## config.mk

```make
export PLATFORM = sky130hd
export DESIGN_NAME = bitstream_neuron_acc
export DESIGN_NICKNAME = d
export VERILOG_FILES = /design/src/rtl/bitstream_pkg.sv /design/src/rtl/bitstream_neuron_acc_sng.sv /design/src/rtl/bitstream_neuron_acc.sv
export SDC_FILE = /design/constraint.sdc
export NUM_CORES = 1
export LEC_CHECK = 0
export ABC_AREA = 1
export BUFFER_PORTS_ARGS = -buffer_cell sky130_fd_sc_hd__buf_4
export CAP_MARGIN = 0
export CORE_ASPECT_RATIO = 0.5
export CORE_MARGIN = 3
export CORE_UTILIZATION = 60
export CTS_BUF_LIST = sky130_fd_sc_hd__clkbuf_8 sky130_fd_sc_hd__clkbuf_16
export CTS_CLUSTER_DIAMETER = 40
export CTS_CLUSTER_SIZE = 28
export DETAILED_ROUTE_END_ITERATION = 7
export PLACE_DENSITY_LB_ADDON = 0.08
export SETUP_SLACK_MARGIN = 0.15
export SYNTH_ARGS = -nofsm -noshare
export SYNTH_HDL_FRONTEND = slang
export SYNTH_SLANG_ARGS = --single-unit
```

## constraint.sdc

```tcl
create_clock -name clk -period 7.6 [get_ports clk]
set_input_delay 0.76 -clock clk [delete_from_list [all_inputs] [get_ports clk]]
set_output_delay 0.76 -clock clk [all_outputs]
set_load 0.02 [all_outputs]
```

## src/rtl/bitstream_pkg.sv

```systemverilog
// Shared types for the stochastic bitstream neuron: FSM states and
// maximal-length Fibonacci LFSR tap masks for widths 8..32.
package bitstream_pkg;

  typedef enum logic [1:0] {IDLE, RUN, DONE} state_e;

  // Tap mask: bit (p-1) set for each tap position p of a maximal-length polynomial.
  function automatic logic [31:0] lfsr_taps(input int width);
    case (width)
      8:       return 32'h0000_00B8;
      9:       return 32'h0000_0110;
      10:      return 32'h0000_0240;
      11:      return 32'h0000_0500;
      12:      return 32'h0000_0829;
      13:      return 32'h0000_100D;
      14:      return 32'h0000_2015;
      15:      return 32'h0000_6000;
      16:      return 32'h0000_D008;
      17:      return 32'h0001_2000;
      18:      return 32'h0002_0400;
      19:      return 32'h0004_0023;
      20:      return 32'h0009_0000;
      21:      return 32'h0014_0000;
      22:      return 32'h0030_0000;
      23:      return 32'h0042_0000;
      24:      return 32'h00E1_0000;
      25:      return 32'h0120_0000;
      26:      return 32'h0200_0023;
      27:      return 32'h0400_0013;
      28:      return 32'h0900_0000;
      29:      return 32'h1400_0000;
      30:      return 32'h2000_0029;
      31:      return 32'h4800_0000;
      32:      return 32'h8020_0003;
      default: return 32'h0000_00B8;
    endcase
  endfunction

endpackage

```

## src/rtl/bitstream_neuron_acc_sng.sv

```systemverilog
// Stochastic number generator: free-running LFSR compared against a stored value.
module sng
  import bitstream_pkg::*;
#(
  parameter int WIDTH = 16,
  parameter int SEED  = 1
) (
  input  logic             clk,
  input  logic             n_rst,
  input  logic [WIDTH-1:0] value,
  output logic             bit_o
);

  localparam logic [31:0]      TAPS32 = lfsr_taps(WIDTH);
  localparam logic [WIDTH-1:0] TAPS   = TAPS32[WIDTH-1:0];
  localparam logic [WIDTH-1:0] SEED_W = WIDTH'(SEED);
  // All-zero is the lock-up state of an XOR LFSR, so never seed it.
  localparam logic [WIDTH-1:0] INIT   = (SEED_W == '0) ? WIDTH'(1) : SEED_W;

  logic [WIDTH-1:0] lfsr_q, lfsr_d;

  always_comb lfsr_d = {lfsr_q[WIDTH-2:0], ^(lfsr_q & TAPS)};

  always_ff @(posedge clk or negedge n_rst) begin
    if (!n_rst) lfsr_q <= INIT;
    else        lfsr_q <= lfsr_d;
  end

  assign bit_o = (lfsr_q <= value);

endmodule

```

## src/rtl/bitstream_neuron_acc.sv

```systemverilog
// Stochastic bitstream neuron: unipolar AND/OR or bipolar XNOR/MUX with
// saturating-counter ReLU, counting output ones over a 2^STREAM_LOG2 window.
module bitstream_neuron_acc
  import bitstream_pkg::*;
#(
  parameter int INPUT_SIZE  = 4,
  parameter int WIDTH       = 16,
  parameter int STREAM_LOG2 = 8,
  parameter int ACT_BITS    = 3,
  parameter int SEED        = 0
) (
  input  logic                           clk,
  input  logic                           n_rst,
  input  logic                           cfg_bipolar,
  input  logic                           start,
  input  logic                           wr_en,
  input  logic [$clog2(INPUT_SIZE+1)-1:0] wr_addr,
  input  logic [WIDTH-1:0]               wr_data,
  input  logic [INPUT_SIZE-1:0]          neuron_input,
  output logic                           neuron_output,
  output logic                           busy,
  output logic [STREAM_LOG2:0]           count_out,
  output logic                           count_valid
);

  localparam int                   AW        = $clog2(INPUT_SIZE+1);
  localparam logic [AW-1:0]        BIAS_ADDR = AW'(INPUT_SIZE);
  localparam logic [STREAM_LOG2:0] WIN       = {1'b1, {STREAM_LOG2{1'b0}}};
  localparam logic [ACT_BITS-1:0]  MID       = {1'b1, {(ACT_BITS-1){1'b0}}};
  localparam logic [ACT_BITS-1:0]  MAX       = '1;

  state_e                          state_q, state_d;
  logic [INPUT_SIZE:0][WIDTH-1:0]  w_q, w_d;
  logic [STREAM_LOG2:0]            cyc_q, cyc_d, ones_q, ones_d, cnt_q, cnt_d;
  logic [AW-1:0]                   sel_q, sel_d;
  logic [ACT_BITS-1:0]             s_q, s_d;
  logic                            tog_q, tog_d, mode_q, mode_d;
  logic                            out_q, out_d, cv_q, cv_d;
  logic [INPUT_SIZE:0]             sbit, mux_in;
  logic                            sum, act;

  // Slot INPUT_SIZE of the register file and SNG array is the bias.
  for (genvar k = 0; k <= INPUT_SIZE; k++) begin : g_sng
    sng #(.WIDTH(WIDTH), .SEED(SEED + k + 1)) u_sng (
      .clk   (clk),
      .n_rst (n_rst),
      .value (w_q[k]),
      .bit_o (sbit[k])
    );
  end

  always_comb begin
    mux_in = {sbit[INPUT_SIZE], ~(sbit[INPUT_SIZE-1:0] ^ neuron_input)};
    if (mode_q) begin
      sum = mux_in[sel_q];
      act = (s_q >= MID) ? sum : tog_q;
    end else begin
      sum = sbit[INPUT_SIZE] | (|(sbit[INPUT_SIZE-1:0] & neuron_input));
      act = sum;
    end
  end

  always_comb begin
    state_d = state_q;
    w_d     = w_q;
    cyc_d   = cyc_q;
    ones_d  = ones_q;
    cnt_d   = cnt_q;
    sel_d   = sel_q;
    s_d     = s_q;
    tog_d   = tog_q;
    mode_d  = mode_q;
    out_d   = 1'b0;
    cv_d    = 1'b0;
    if (state_q == IDLE && wr_en && wr_addr <= BIAS_ADDR) w_d[wr_addr] = wr_data;
    case (state_q)
      IDLE: if (start) begin
        state_d = RUN;
        mode_d  = cfg_bipolar;
        cyc_d   = '0;
        ones_d  = '0;
        sel_d   = '0;
        tog_d   = 1'b0;
        s_d     = MID;
      end
      RUN: begin
        cyc_d = cyc_q + 1'b1;
        // out_q lags act by one cycle, so sampling starts at index 1.
        if (cyc_q != '0) ones_d = ones_q + {{STREAM_LOG2{1'b0}}, out_q};
        if (cyc_q == WIN) begin
          state_d = DONE;
          cnt_d   = ones_d;
          cv_d    = 1'b1;
        end else begin
          out_d = act;
          sel_d = (sel_q == BIAS_ADDR) ? '0 : sel_q + 1'b1;
          tog_d = ~tog_q;
          if (sum && s_q != MAX)       s_d = s_q + 1'b1;
          else if (!sum && s_q != '0)  s_d = s_q - 1'b1;
        end
      end
      DONE:    state_d = IDLE;
      default: state_d = IDLE;
    endcase
  end

  always_ff @(posedge clk or negedge n_rst) begin
    if (!n_rst) begin
      state_q <= IDLE;
      w_q     <= '0;
      cyc_q   <= '0;
      ones_q  <= '0;
      cnt_q   <= '0;
      sel_q   <= '0;
      s_q     <= MID;
      tog_q   <= 1'b0;
      mode_q  <= 1'b0;
      out_q   <= 1'b0;
      cv_q    <= 1'b0;
    end else begin
      state_q <= state_d;
      w_q     <= w_d;
      cyc_q   <= cyc_d;
      ones_q  <= ones_d;
      cnt_q   <= cnt_d;
      sel_q   <= sel_d;
      s_q     <= s_d;
      tog_q   <= tog_d;
      mode_q  <= mode_d;
      out_q   <= out_d;
      cv_q    <= cv_d;
    end
  end

  assign neuron_output = out_q;
  assign busy          = (state_q != IDLE);
  assign count_out     = cnt_q;
  assign count_valid   = cv_q;

endmodule

```

# Word level (Yosys, flattened, before mapping)
# Cells that the tools add are included.
# totals
register_bits	199
inputBits	28
out_inout_bits	12
elab_cells	102
# op_classes
add_sub_neg	5
order_cmp	10
n_eq_ne	8
mux	31
n_bitwise	5
reduce_logical	23
# ops
op	n
bitwise mux 80 bit	1
<= comparator 16 bit	5
XOR reduction 16 bit	5
demux 16 bit (select 3 bit)	1
one-hot mux 9 bit (2 select lines)	2
2-to-1 mux 3 bit	7
2-to-1 mux 9 bit	2
2-to-1 mux 16 bit	1
one-hot mux 3 bit (2 select lines)	2
2-to-1 mux 1 bit	10
adder 9 x 1 -> 9 bit	1
adder 9 x 1 -> 9 bit (second input constant)	1
equality test 9 bit (second input constant)	1
nonzero test 9 bit	1
< comparator 3 x 4 -> 1 bit (second input constant)	2
AND reduction 2 bit	4
adder 3 x 1 -> 3 bit (second input constant)	2
inequality test 2 bit (second input constant)	3
inequality test 3 bit (second input constant)	2
logical AND 1 bit	5
bitwise AND 4 bit	1
2-to-1 mux 2 bit	2
NOT 4 bit	1
one-hot mux 2 bit (2 select lines)	1
other kinds (18)	19

# Logic depth before layout (Yosys ltp)
# Gate-level depths: netlist (run 1).
# logic_depth
ltp_word	12
mapped_depth	25
mapped_depth_nobuf	25

# Hierarchy
# Synthesis (run 1) repeated with hierarchy kept, for this count alone.
# hier_totals
hier_cells	989
hier_area_um2	9385.3
# by_module_without_submodules
module	instances	cells_per_inst	area_each_um2	seq_area_each_um2
bitstream_neuron_acc	1	539	5066.1	2979.1
sng at g_sng[0].u_sng ...	3	90	863.3	401.6
sng at g_sng[2].u_sng ...	2	90	864.6	402.9

# Least setup slack after synthesis (run 1)
# OpenSTA, ideal clock, no wires.
# synth_timing
path_type	register to register
from	reg g_sng[0].u_sng.lfsr_q[0]
to	reg s_q[1]
setup_time_ns	0.076
arrival_ns	3.157
required_ns	7.524
path_slack_ns	4.366
path_stages_with_launch	19
path_buffers	0
period_less_slack_ns	3.234
cell_sequence	dfstp_2 inv_1 ha_1 inv_1 a21oi_1 nor2_1 a211oi_1 o221ai_1 nand2_1 a22o_1 ha_1 or4_4 o21ai_4 nand2_2 nand2_2 inv_1 fa_1 or2_2 o21ai_1
# synth_between
elab_chain_len	10
elab_cells_between_ends	17
cone_classes	order compare: 1; eq/ne: 1; mux: 6; bitwise: 4; reduce/logical: 5
# synth_rtl
item	line_no	source
start: declaration	bitstream_neuron_acc_sng.sv:20	logic [WIDTH-1:0] lfsr_q, lfsr_d;
start signal: assignment	bitstream_neuron_acc_sng.sv:26	else lfsr_q <= lfsr_d;
<= comparator 16 bit (*)	bitstream_neuron_acc_sng.sv:29	assign bit_o = (lfsr_q <= value);
bitwise XOR 4 bit	bitstream_neuron_acc.sv:53	mux_in = {sbit[INPUT_SIZE], ~(sbit[INPUT_SIZE-1:0] ^ neuron_input)};
NOT 4 bit	bitstream_neuron_acc.sv:53	
binary-select mux 1 bit (select 3 bit)	bitstream_neuron_acc.sv:55	sum = mux_in[sel_q];
2-to-1 mux 1 bit (implied by the code)	bitstream_neuron_acc.sv:55	
2-to-1 mux 1 bit (*)	bitstream_neuron_acc.sv:54	if (mode_q) begin
logical AND 1 bit or zero test 1 bit (tied branches)	bitstream_neuron_acc.sv:98, bitstream_neuron_acc.sv:99	
2-to-1 mux 3 bit or logical AND 1 bit (tied branches)	bitstream_neuron_acc.sv:98, bitstream_neuron_acc.sv:99	
2-to-1 mux 3 bit or inequality test 3 bit (tied branches)	--	
one-hot mux 3 bit (2 select lines) or AND reduction 4 bit (tied branches)	--	
end signal: assignment	bitstream_neuron_acc.sv:115	s_q <= MID;
end signal: assignment	bitstream_neuron_acc.sv:127	s_q <= s_d;
end: declaration	bitstream_neuron_acc.sv:36	logic [ACT_BITS-1:0] s_q, s_d;
# Every way passes the cells marked *; elsewhere a longest branch is shown, timed or not. The select of a mux whose other input is x is not followed.
# A chain may end at the register's enable or synchronous reset.

# Worst setup path after layout (run 1)
# layout_timing
from	reg g_sng[3].u_sng.lfsr_q[3]
to	reg s_q[2]
# layout_between
elab_chain_len	10
elab_cells_between_ends	17
cone_classes	order compare: 1; eq/ne: 1; mux: 6; bitwise: 4; reduce/logical: 5
# layout_rtl
item	line_no
start: declaration	bitstream_neuron_acc_sng.sv:20
start signal: assignment	bitstream_neuron_acc_sng.sv:26
<= comparator 16 bit (*)	bitstream_neuron_acc_sng.sv:29
bitwise XOR 4 bit	bitstream_neuron_acc.sv:53
NOT 4 bit	bitstream_neuron_acc.sv:53
binary-select mux 1 bit (select 3 bit)	bitstream_neuron_acc.sv:55
2-to-1 mux 1 bit (implied by the code)	bitstream_neuron_acc.sv:55
2-to-1 mux 1 bit (*)	bitstream_neuron_acc.sv:54
logical AND 1 bit or zero test 1 bit (tied branches)	bitstream_neuron_acc.sv:98, bitstream_neuron_acc.sv:99
2-to-1 mux 3 bit or logical AND 1 bit (tied branches)	bitstream_neuron_acc.sv:98, bitstream_neuron_acc.sv:99
2-to-1 mux 3 bit or inequality test 3 bit (tied branches)	--
one-hot mux 3 bit (2 select lines) or AND reduction 4 bit (tied branches)	--
# Marks and branches as above.

==> run metrics, run 1 <==
CTS tree done; first-pass detailed-route iteration total 7; max incr delay on CP 0.50 ns; Max Cap Viol 0; Overall Global Routing Usage 23.6%; fraction of layout cells with a size suffix above 1 10.4%; # port buffers 39; critical path data arrival time 3.95 ns; setup violators final 0; fin. max-slew vios 0; Synth warnings 0; global-route wire length before repair 30.8 mm; n_diodes 0; Die Wd 180 um; Worst EP required 7.97 ns; top cell type's share of synthesized area 52.5%; remaining global-route overflow 0; final hold slack 0.367 ns; DRT Wirelength 18.4 mm; clock buffer depth 2; Synth-to-Final Area Change 11.6%; clock transition at the registers of the reported paths 0.08 ns; Critical Path Most Common Cell nand2_1; Seq/Total Area, Yosys 54.8%; Residual DRC 0; CP Capture Type flop; post-synth design cell area 9100 sq um; Core Region 14700 sq um; setup TNS 0 ns; RSZ-0062 raised after global routing no; vias per inst 5.39; Yosys reg bits 199; chip height 93.1 um; Layout Nets 1079; hpwl dp 12.5 mm; area leader, netlist dfrtp_1; slew of the pin with the lowest slew margin 1.18 ns; register area 4990 sq um; largest net degree at the start of global routing 116; P per Cell Area 340 nW/um^2; Leak 5.22 nW; Peak VDD IR 200 uV; Worst R2R Setup Slack 4.02 ns; CP max-delay cell or4_4; CTS Hold Bufs 0; Routed Antenna Nets 0; syn_area_per_cell 9.89 sq um; Setup Buffers After CTS 0; Clk Tree Root Cell clkbuf_16; Clock Sinks 199; top post-synthesis cells by area dfrtp_1, ha_1, nand2_1; post-synthesis async set-or-reset flop share 100%; post-synth net total 1039; wire per inst 15.7 um; Inserted Clock Buffers 17; area of the multi-input gates 3480 sq um; Most used DFF post-synth dfrtp_1; kind of critical path flop to flop; Clock Skew 0.0144 ns; vias post-DR 6315; I/O pins 40; Initial DRC Count 394; initial antenna violation count 2; Die ar. 16800 sq um; Synth cell types 44; clk_lat worst skew 0.43 ns; max_slew headroom 21.0%; Rows 31; FMAX 0.279 GHz; startpoint types flop; CTS resizes 0; Final Cell Area 10200 sq um; Initial Util 62.1%; Critical Path, Cell by Cell ha_1 > nand2_1 > inv_1 > a221oi_1 > o221ai_1 > nand2_1 > o2111ai_1 > nand2_1 > ha_1 > or4_4 > o21ai_4 > nand2_2 > nand2_2 > inv_1 > fa_1 > xor2_1 > nand3b_1 > nand3_1 > nand2_1 > nand2_1; status finished, final reports clean; endpoints failing hold 0; vias in the first global route 6165; Fill cells 1132; final period utilization 47.1%; EDFF count, synth 0; gp weighted congestion 0.842; crit path time final 3.58 ns; cell count after synthesis 920; Area after DPL 9580 sq um; Hold WC Path Type flop to flop; CP Max Fanout 3; H-tree depth 4
[power breakdown]
group	internal [W]	switching (W)
Clock	0.000475	0.000408
Sequential	0.00132	0.000152
Combinational	0.000438	0.000660
Total	0.00223	0.00122
[cells in the mapped netlist (2+ instances only)]
cell type / number
a221oi_1: 2
ha_1: 90
nor2_1: 25
a211oi_1: 2
o22ai_1: 11
inv_1: 145
nand4_1: 18
nand3_1: 12
dfstp_2: 8
o31ai_1: 2
o221ai_1: 3
xnor2_1: 10
xor2_1: 13
o21bai_1: 2
nand2_1: 171
a21oi_1: 40
nor3_1: 10
clkbuf_1: 18
nand2_2: 7
o2111ai_1: 3
o21ai_0: 106
o21a_1: 2
o21ai_1: 5
inv_2: 5
dfrtp_1: 191
[sequential cells by signal (all words and copies together) (netlist names)]
name                count
g_sng.u_sng.lfsr_q     80
sel_q                   3
neuron_output           1
count_valid             1
mode_q                  1
ones_q                  9
cyc_q                   9
w_q                    80
tog_q                   1
count_out               9
state_q                 2
s_q                     3
[cell usage in the layout, fill, tap and decap left out, types with 2 or more instances in the layout]
| cell type | netlist | layout |
|---|---|---|
| dfrtp_1 | 191 | 191 |
| nand2_1 | 171 | 171 |
| inv_1 | 145 | 147 |
| o21ai_0 | 106 | 106 |
| ha_1 | 90 | 90 |
| a21oi_1 | 40 | 40 |
| buf_4 | 0 | 39 |
| nor2_1 | 25 | 25 |
| nand4_1 | 18 | 18 |
| clkbuf_16 | 0 | 17 |
| xor2_1 | 13 | 13 |
| nand3_1 | 12 | 12 |
| o22ai_1 | 11 | 11 |
| nor3_1 | 10 | 10 |
| xnor2_1 | 10 | 10 |
| dfstp_2 | 8 | 8 |
| nand2_2 | 7 | 7 |
| inv_2 | 5 | 5 |
| o21ai_1 | 5 | 5 |
| clkinvlp_4 | 0 | 4 |
| o221ai_1 | 3 | 3 |
| o2111ai_1 | 3 | 3 |
| inv_8 | 0 | 3 |
| clkbuf_8 | 0 | 3 |
| o21bai_1 | 2 | 2 |
| a221oi_1 | 2 | 2 |
| a211oi_1 | 2 | 2 |
| o21a_1 | 2 | 2 |
| o31ai_1 | 2 | 2 |
| clkinv_4 | 0 | 2 |
[cell families after synthesis]
group / count (synthesis) / share of synthesized area (%)
and+or+nand+nor: 252 / 12.1
adders and majority gates: 91 / 12.6
DFF: 199 / 54.8
AOI/OAI and AO/OA: 186 / 11.3
buffers and inverters: 169 / 6.98
xor gates and xnor gates: 23 / 2.21
[critical path, delay by kind of cell (launching register included)]
kind	cells	cell delay (ns)
adder cells (fa/ha/maj)	3	0.95
AND/OR/NAND/NOR	10	1.32
AO/OA/AOI/OAI	4	0.53
flip-flops	1	0.42
XOR/XNOR	1	0.17
buffers and inverters	2	0.11
[metrics by stage]
stage | setup WS [ns] | instances | total power (W) | utilization (%)
after floorplan | 4.37 | 920 | 0.00228 | -
after global placement | 4.15 | 1139 | 0.00253 | 65.4
after detailed placement | 4.11 | 1139 | 0.00258 | 65.4
after CTS | 4.05 | 1171 | 0.00348 | 69.3
after global routing | 3.73 | 1171 | 0.00374 | 69.3
final | 4.02 | 1171 | 0.00345 | 69.3
[final cells by class]
class	count	share of cell area, %
Clock buffer	19	4.46
Timing Repair Buffer	40	3.02
Inverter	150	5.54
Tap cell	198	2.44
Clock inverter	13	1.22
Multi-Input combinational cell	552	34.2
Sequential cell	199	49.1
[path summary, 6_finish.rpt]
| check | cells after the start | end | from |
|---|---|---|---|
| worst min-delay path | 0 | g_sng[2].u_sng.lfsr_q[1] | g_sng[2].u_sng.lfsr_q[0] |
| worst max register to register | 20 | s_q[2] | g_sng[3].u_sng.lfsr_q[3] |
| worst min register to register | 0 | g_sng[2].u_sng.lfsr_q[1] | g_sng[2].u_sng.lfsr_q[0] |
| max in group asynchronous | 2 | w_q[37] | n_rst |
| worst max-delay path | 20 | s_q[2] | g_sng[3].u_sng.lfsr_q[3] |
| min in group asynchronous | 1 | count_out[5] | n_rst |
[layer usage]
layer  share of wire (%)  wire length (um)  vias up  global-route usage (%)
li1                    -                 -     3096                       -
met1                  49              8970     3093                    33.0
met2                  45              8370       96                    37.4
met3                 4.2               782       28                    4.86
met4                 1.6               299        2                    7.72
met5               0.060                11        -                       0
Power figures use the tool's default switching activity.
==> run 2: changes to the inputs <==
- CORE_UTILIZATION: 60 -> 56
- clock period: 7.6 -> 3.2 ns (I/O delays scaled with it)
==> run metrics, run 2 (same netlist as run 1, synthesis figures left out) <==
crit path time final 3.45 ns; Leak 5.46 nW; Peak VDD IR 444 uV; Synth-to-Final Area Change 17.8%; startpoint types flop; chip height 96.2 um; kind of critical path flop to flop; max_slew headroom 38.8%; setup TNS -0.411 ns; wire per inst 15.7 um; gp weighted congestion 0.840; remaining global-route overflow 0; Largest regs g_sng.u_sng.lfsr_q x80, w_q x80; dpl cells 1192; Clk Tree Root Cell clkbuf_16; hpwl dp 12.9 mm; Post-Place Worst Slack -0.293 ns; clock transition at the registers of the reported paths 0.07 ns; CP Capture Type flop; Hold WC Path Type input port to flop; setup violators final 2; DRT Wirelength 19.4 mm; clock buffer depth 2; worst setup margin -0.250 ns; slew of the pin with the lowest slew margin 0.916 ns; Residual DRC 0; Clock Sinks 199; Die ar. 17900 sq um; Initial Util 58.1%; global-route wire length before repair 31.8 mm; vias in the first global route 6413; fraction of layout cells with a size suffix above 1 17.4%; initial antenna violation count 0; PnR Total Power 0.00893 W; RSZ-0062 raised after global routing yes; Rows 32; Initial DRC Count 319; endpoints failing hold 0; critical path data arrival time 3.83 ns; CTS tree done; most frequent cells in the layout dfrtp_1, nand2_1, inv_1, o21ai_0, ha_1; fin. max-slew vios 0; commonest non-fill, non-tap cell in the layout dfrtp_1; Non-Filler Instances 1232; Overall Global Routing Usage 23.0%; largest net degree at the start of global routing 95; fin util 68.5%; CP Max Fanout 2; final period utilization 108%; Inserted Clock Buffers 17; Layout Nets 1117; P per Cell Area 833 nW/um^2; Max Cap Viol 0; Worst EP required 3.58 ns; I/O pins 40; vias post-DR 6397; vias per inst 5.19; n_diodes 0; H-tree depth 4; Routed Antenna Nets 0; first-pass detailed-route iteration total 4; FMAX 0.290 GHz; Core Region 15700 sq um; clk_lat worst skew 0.44 ns; Die Wd 186 um; failing checks negative setup slack; Clock Skew 0.0149 ns; # port buffers 39; status finished, violations left
run 2: per-layer routing:
layer  GRT usage [%]  part of all wire [%]  up-vias
li1                -                     -     3167
met1            29.8                    47     3095
met2            39.1                    48      110
met4            6.98                   1.4        0
met3            5.53                   4.3       25
met5               0                     0        -
run 2: metrics by stage:
| stage | area, sq um | hold slack [ns] |
|---|---|---|
| floorplan | 9120 | 0.0244 |
| CTS | 10600 | 0.102 |
| finish | 10700 | 0.115 |
| detailed placement | 9870 | 0.359 |
| global route | 10700 | 0.118 |
| global placement | 9870 | 0.357 |
run 2: path summary, 6_finish.rpt:
| kind | startpoint | to | slack (ns) | depth (start not counted) |
|---|---|---|---|---|
| max in group asynchronous | n_rst | g_sng[1].u_sng.lfsr_q[1] | 1.73 | 3 |
| hold / removal | cfg_bipolar | mode_q | 0.11 | 3 |
| setup reg to reg | g_sng[0].u_sng.lfsr_q[0] | s_q[2] | -0.25 | 21 |
| min in group asynchronous | n_rst | state_q[0] | 0.51 | 2 |
| hold reg to reg | g_sng[2].u_sng.lfsr_q[0] | g_sng[2].u_sng.lfsr_q[1] | 0.37 | 0 |
| setup / recovery | g_sng[0].u_sng.lfsr_q[0] | s_q[2] | -0.25 | 21 |
run 2: where the power goes:
part | switching (W) | internal (W)
Sequential | 0.000370 | 0.00313
Combinational | 0.00174 | 0.00131
Clock | 0.000984 | 0.00138
run 2: layout make-up:
class / instances / area (sq um)
clock buffers: 20 / 467
fillers: 1186 / 4930
inverters: 150 / 563
flip-flops and latches: 199 / 4990
well taps: 221 / 277
multi-input cells: 552 / 3640
repair buffers: 78 / 607
clock inverters: 12 / 186
run 2: critical path: stages, from the launching register on:
cell	delay, ns
dfstp_2	0.54
inv_2	0.05
ha_4	0.15
inv_2	0.05
a21oi_2	0.05
nor2_1	0.13
a211oi_2	0.06
o221ai_2	0.16
nand2_1	0.07
a22o_1	0.22
ha_2	0.19
or4_4	0.54
o21ai_4	0.14
nand2_2	0.08
nand2_2	0.07
inv_2	0.04
fa_2	0.37
xor2_2	0.16
nand3b_1	0.15
nand3_1	0.07
nand2_1	0.05
nand2_1	0.06
run 2: what timing repair did:
| item | CTS | global route |
|---|---|---|
| pin swaps | 9 | 33 |
| hold endpoints to repair | 19 | 0 |
| gates resized for setup | 9 | 26 |
| hold buffers | 1 | 0 |
| setup endpoints to repair | 3 | 3 |
| setup buffers | 3 | 4 |
==> run 3: changes to the inputs <==
- clock period: 3.2 -> 3 ns (I/O delays scaled with it)
==> run metrics, run 3 (same netlist as run 1, synthesis figures left out) <==
status finished, violations left; failing checks negative setup slack; Hold WC Path Type input port to flop; Largest regs g_sng.u_sng.lfsr_q x80, w_q x80; PnR Total Power 0.00944 W; CP Capture Type flop; global route hottest layer met2; Leak 5.56 nW; gp weighted congestion 0.816; Inserted Clock Buffers 17; vias in the first global route 6376; Core Region 15700 sq um; Peak VDD IR 462 uV; # port buffers 39; met2 Track Usage GR 39.5%; kind of critical path flop to flop; Rows 32; Min-Delay Endpoint mode_q; Critical Path, Cell by Cell ha_4 > inv_2 > nor2_1 > nor2_1 > o21a_1 > o221ai_2 > nand2_1 > o2111ai_2 > nand2_2 > ha_4 > or4_4 > o21ai_4 > nand2_2 > nand2_2 > inv_2 > fa_2 > xor2_2 > nand3b_1 > nand3_1 > nand2_1 > nand2_1; Max Cap Viol 0; setup violators final 3; fin. max-slew vios 0; R2R cell count 21; Worst R2R Setup Slack -0.37 ns; worst reg2reg path startpoint g_sng[1].u_sng.lfsr_q[1]; startpoint types flop; vias post-DR 6444; max incr delay on CP 0.55 ns; most frequent cells in the layout dfrtp_1, nand2_1, inv_1, o21ai_0, buf_4; worst setup margin -0.373 ns; hold path cells 3; setup TNS -0.687 ns; RSZ-0062 raised after global routing yes; Layout Nets 1140; Initial Util 58.1%; chip height 96.2 um; DRT Wirelength 19.3 mm; CTS tree done; FMAX 0.296 GHz; CP max-delay cell dfstp_2; clock buffer depth 2; M3 GR Usage 3.78%; Residual DRC 0; critical path data arrival time 3.75 ns; R2R Path End s_q[2]; slew of the pin with the lowest slew margin 0.929 ns; H-tree depth 4; hpwl dp 12.8 mm; top cell family by delay on the critical path simple AND/OR/NAND/NOR gates; Initial DRC Count 399; CP Max Fanout 2; Clock Skew 0.0136 ns; clock transition at the registers of the reported paths 0.08 ns; endpoints failing hold 0; P per Cell Area 869 nW/um^2; Synth-to-Final Area Change 19.4%; Clk Tree Root Cell clkbuf_16; clk_lat worst skew 0.43 ns; I/O pins 40; HP Start cfg_bipolar; Worst EP required 3.38 ns; final period utilization 112%; largest net degree at the start of global routing 77; first-pass detailed-route iteration total 5; commonest non-fill, non-tap cell in the layout dfrtp_1; remaining global-route overflow 0; vias per inst 5.13; final hold slack 0.0850 ns; crit path time final 3.37 ns; initial antenna violation count 0; Worst Setup SP g_sng[1].u_sng.lfsr_q[1]; Clock Sinks 199; Die ar. 17900 sq um; Die Wd 186 um; Routed Antenna Nets 0; fraction of layout cells with a size suffix above 1 19.1%; met1 Use GR 30.8%; global-route wire length before repair 32.0 mm; Overall Global Routing Usage 22.9%; Buf+Inv Stages, Crit Path 2; max_slew headroom 37.9%; wire per inst 15.4 um
## run 3: worst max-delay path by stage
stage,to,slack (ns),cells past startpoint
6_report,s_q[2],-0.37,21
2_1_floorplan,s_q[1],-0.16,18
5_1_grt,s_q[2],-0.58,20
3_5_place_dp,s_q[2],-0.50,21
3_3_place_gp,s_q[2],-0.39,21
4_1_cts,s_q[2],-0.45,21
## run 3: cell type report
cell class	instances	area, sq um
Timing Repair Buffer	101	779
Clock buffer	17	425
Inverter	150	563
Multi-Input combinational cell	552	3670
Clock inverter	15	169
Antenna cell	1	2.50
Fill cell	1182	4780
Tap cell	221	277
Sequential cell	199	4990
## run 3: what timing repair did
action                     4_1_cts  5_1_grt
gates cloned                     0        0
hold buffers                     1        0
setup endpoints to repair        3        4
pin swaps                       21       23
hold endpoints to repair        40        0
buffers inserted                 4        3
gates resized for setup         19       18
## run 3: routing by layer
| metal | vias up | wire (um) |
|---|---|---|
| li1 | 3215 | - |
| met1 | 3117 | 9430 |
| met2 | 93 | 9110 |
| met3 | 19 | 579 |
| met4 | 0 | 215 |
| met5 | - | 0 |
## run 3: power breakdown
group | internal (W) | switching [W] | total, W
combinational | 0.00150 | 0.00188 | 0.00338
clock | 0.00125 | 0.00108 | 0.00233
sequential | 0.00334 | 0.000392 | 0.00373
## run 3: worst register-to-register path, delay by kind of cell, from the launching register on
kind	cells	cell delay (ns)
buf+inv	2	0.06
simple gates	11	1.39
flops	1	0.55
fa+ha+maj	3	0.64
compound gates	4	0.54
xor+xnor	1	0.16
## run 3: through the flow
step / worst slack, ns / instances / area [sq um] / utilization [%]
floorplan: -0.160 / 920 / 9120 / -
global placement: -0.391 / 1215 / 10000 / 64.1
detailed placement: -0.496 / 1215 / 10000 / 64.1
CTS: -0.446 / 1252 / 10800 / 68.7
global route: -0.585 / 1255 / 10900 / 69.4
finish: -0.373 / 1256 / 10900 / 69.4
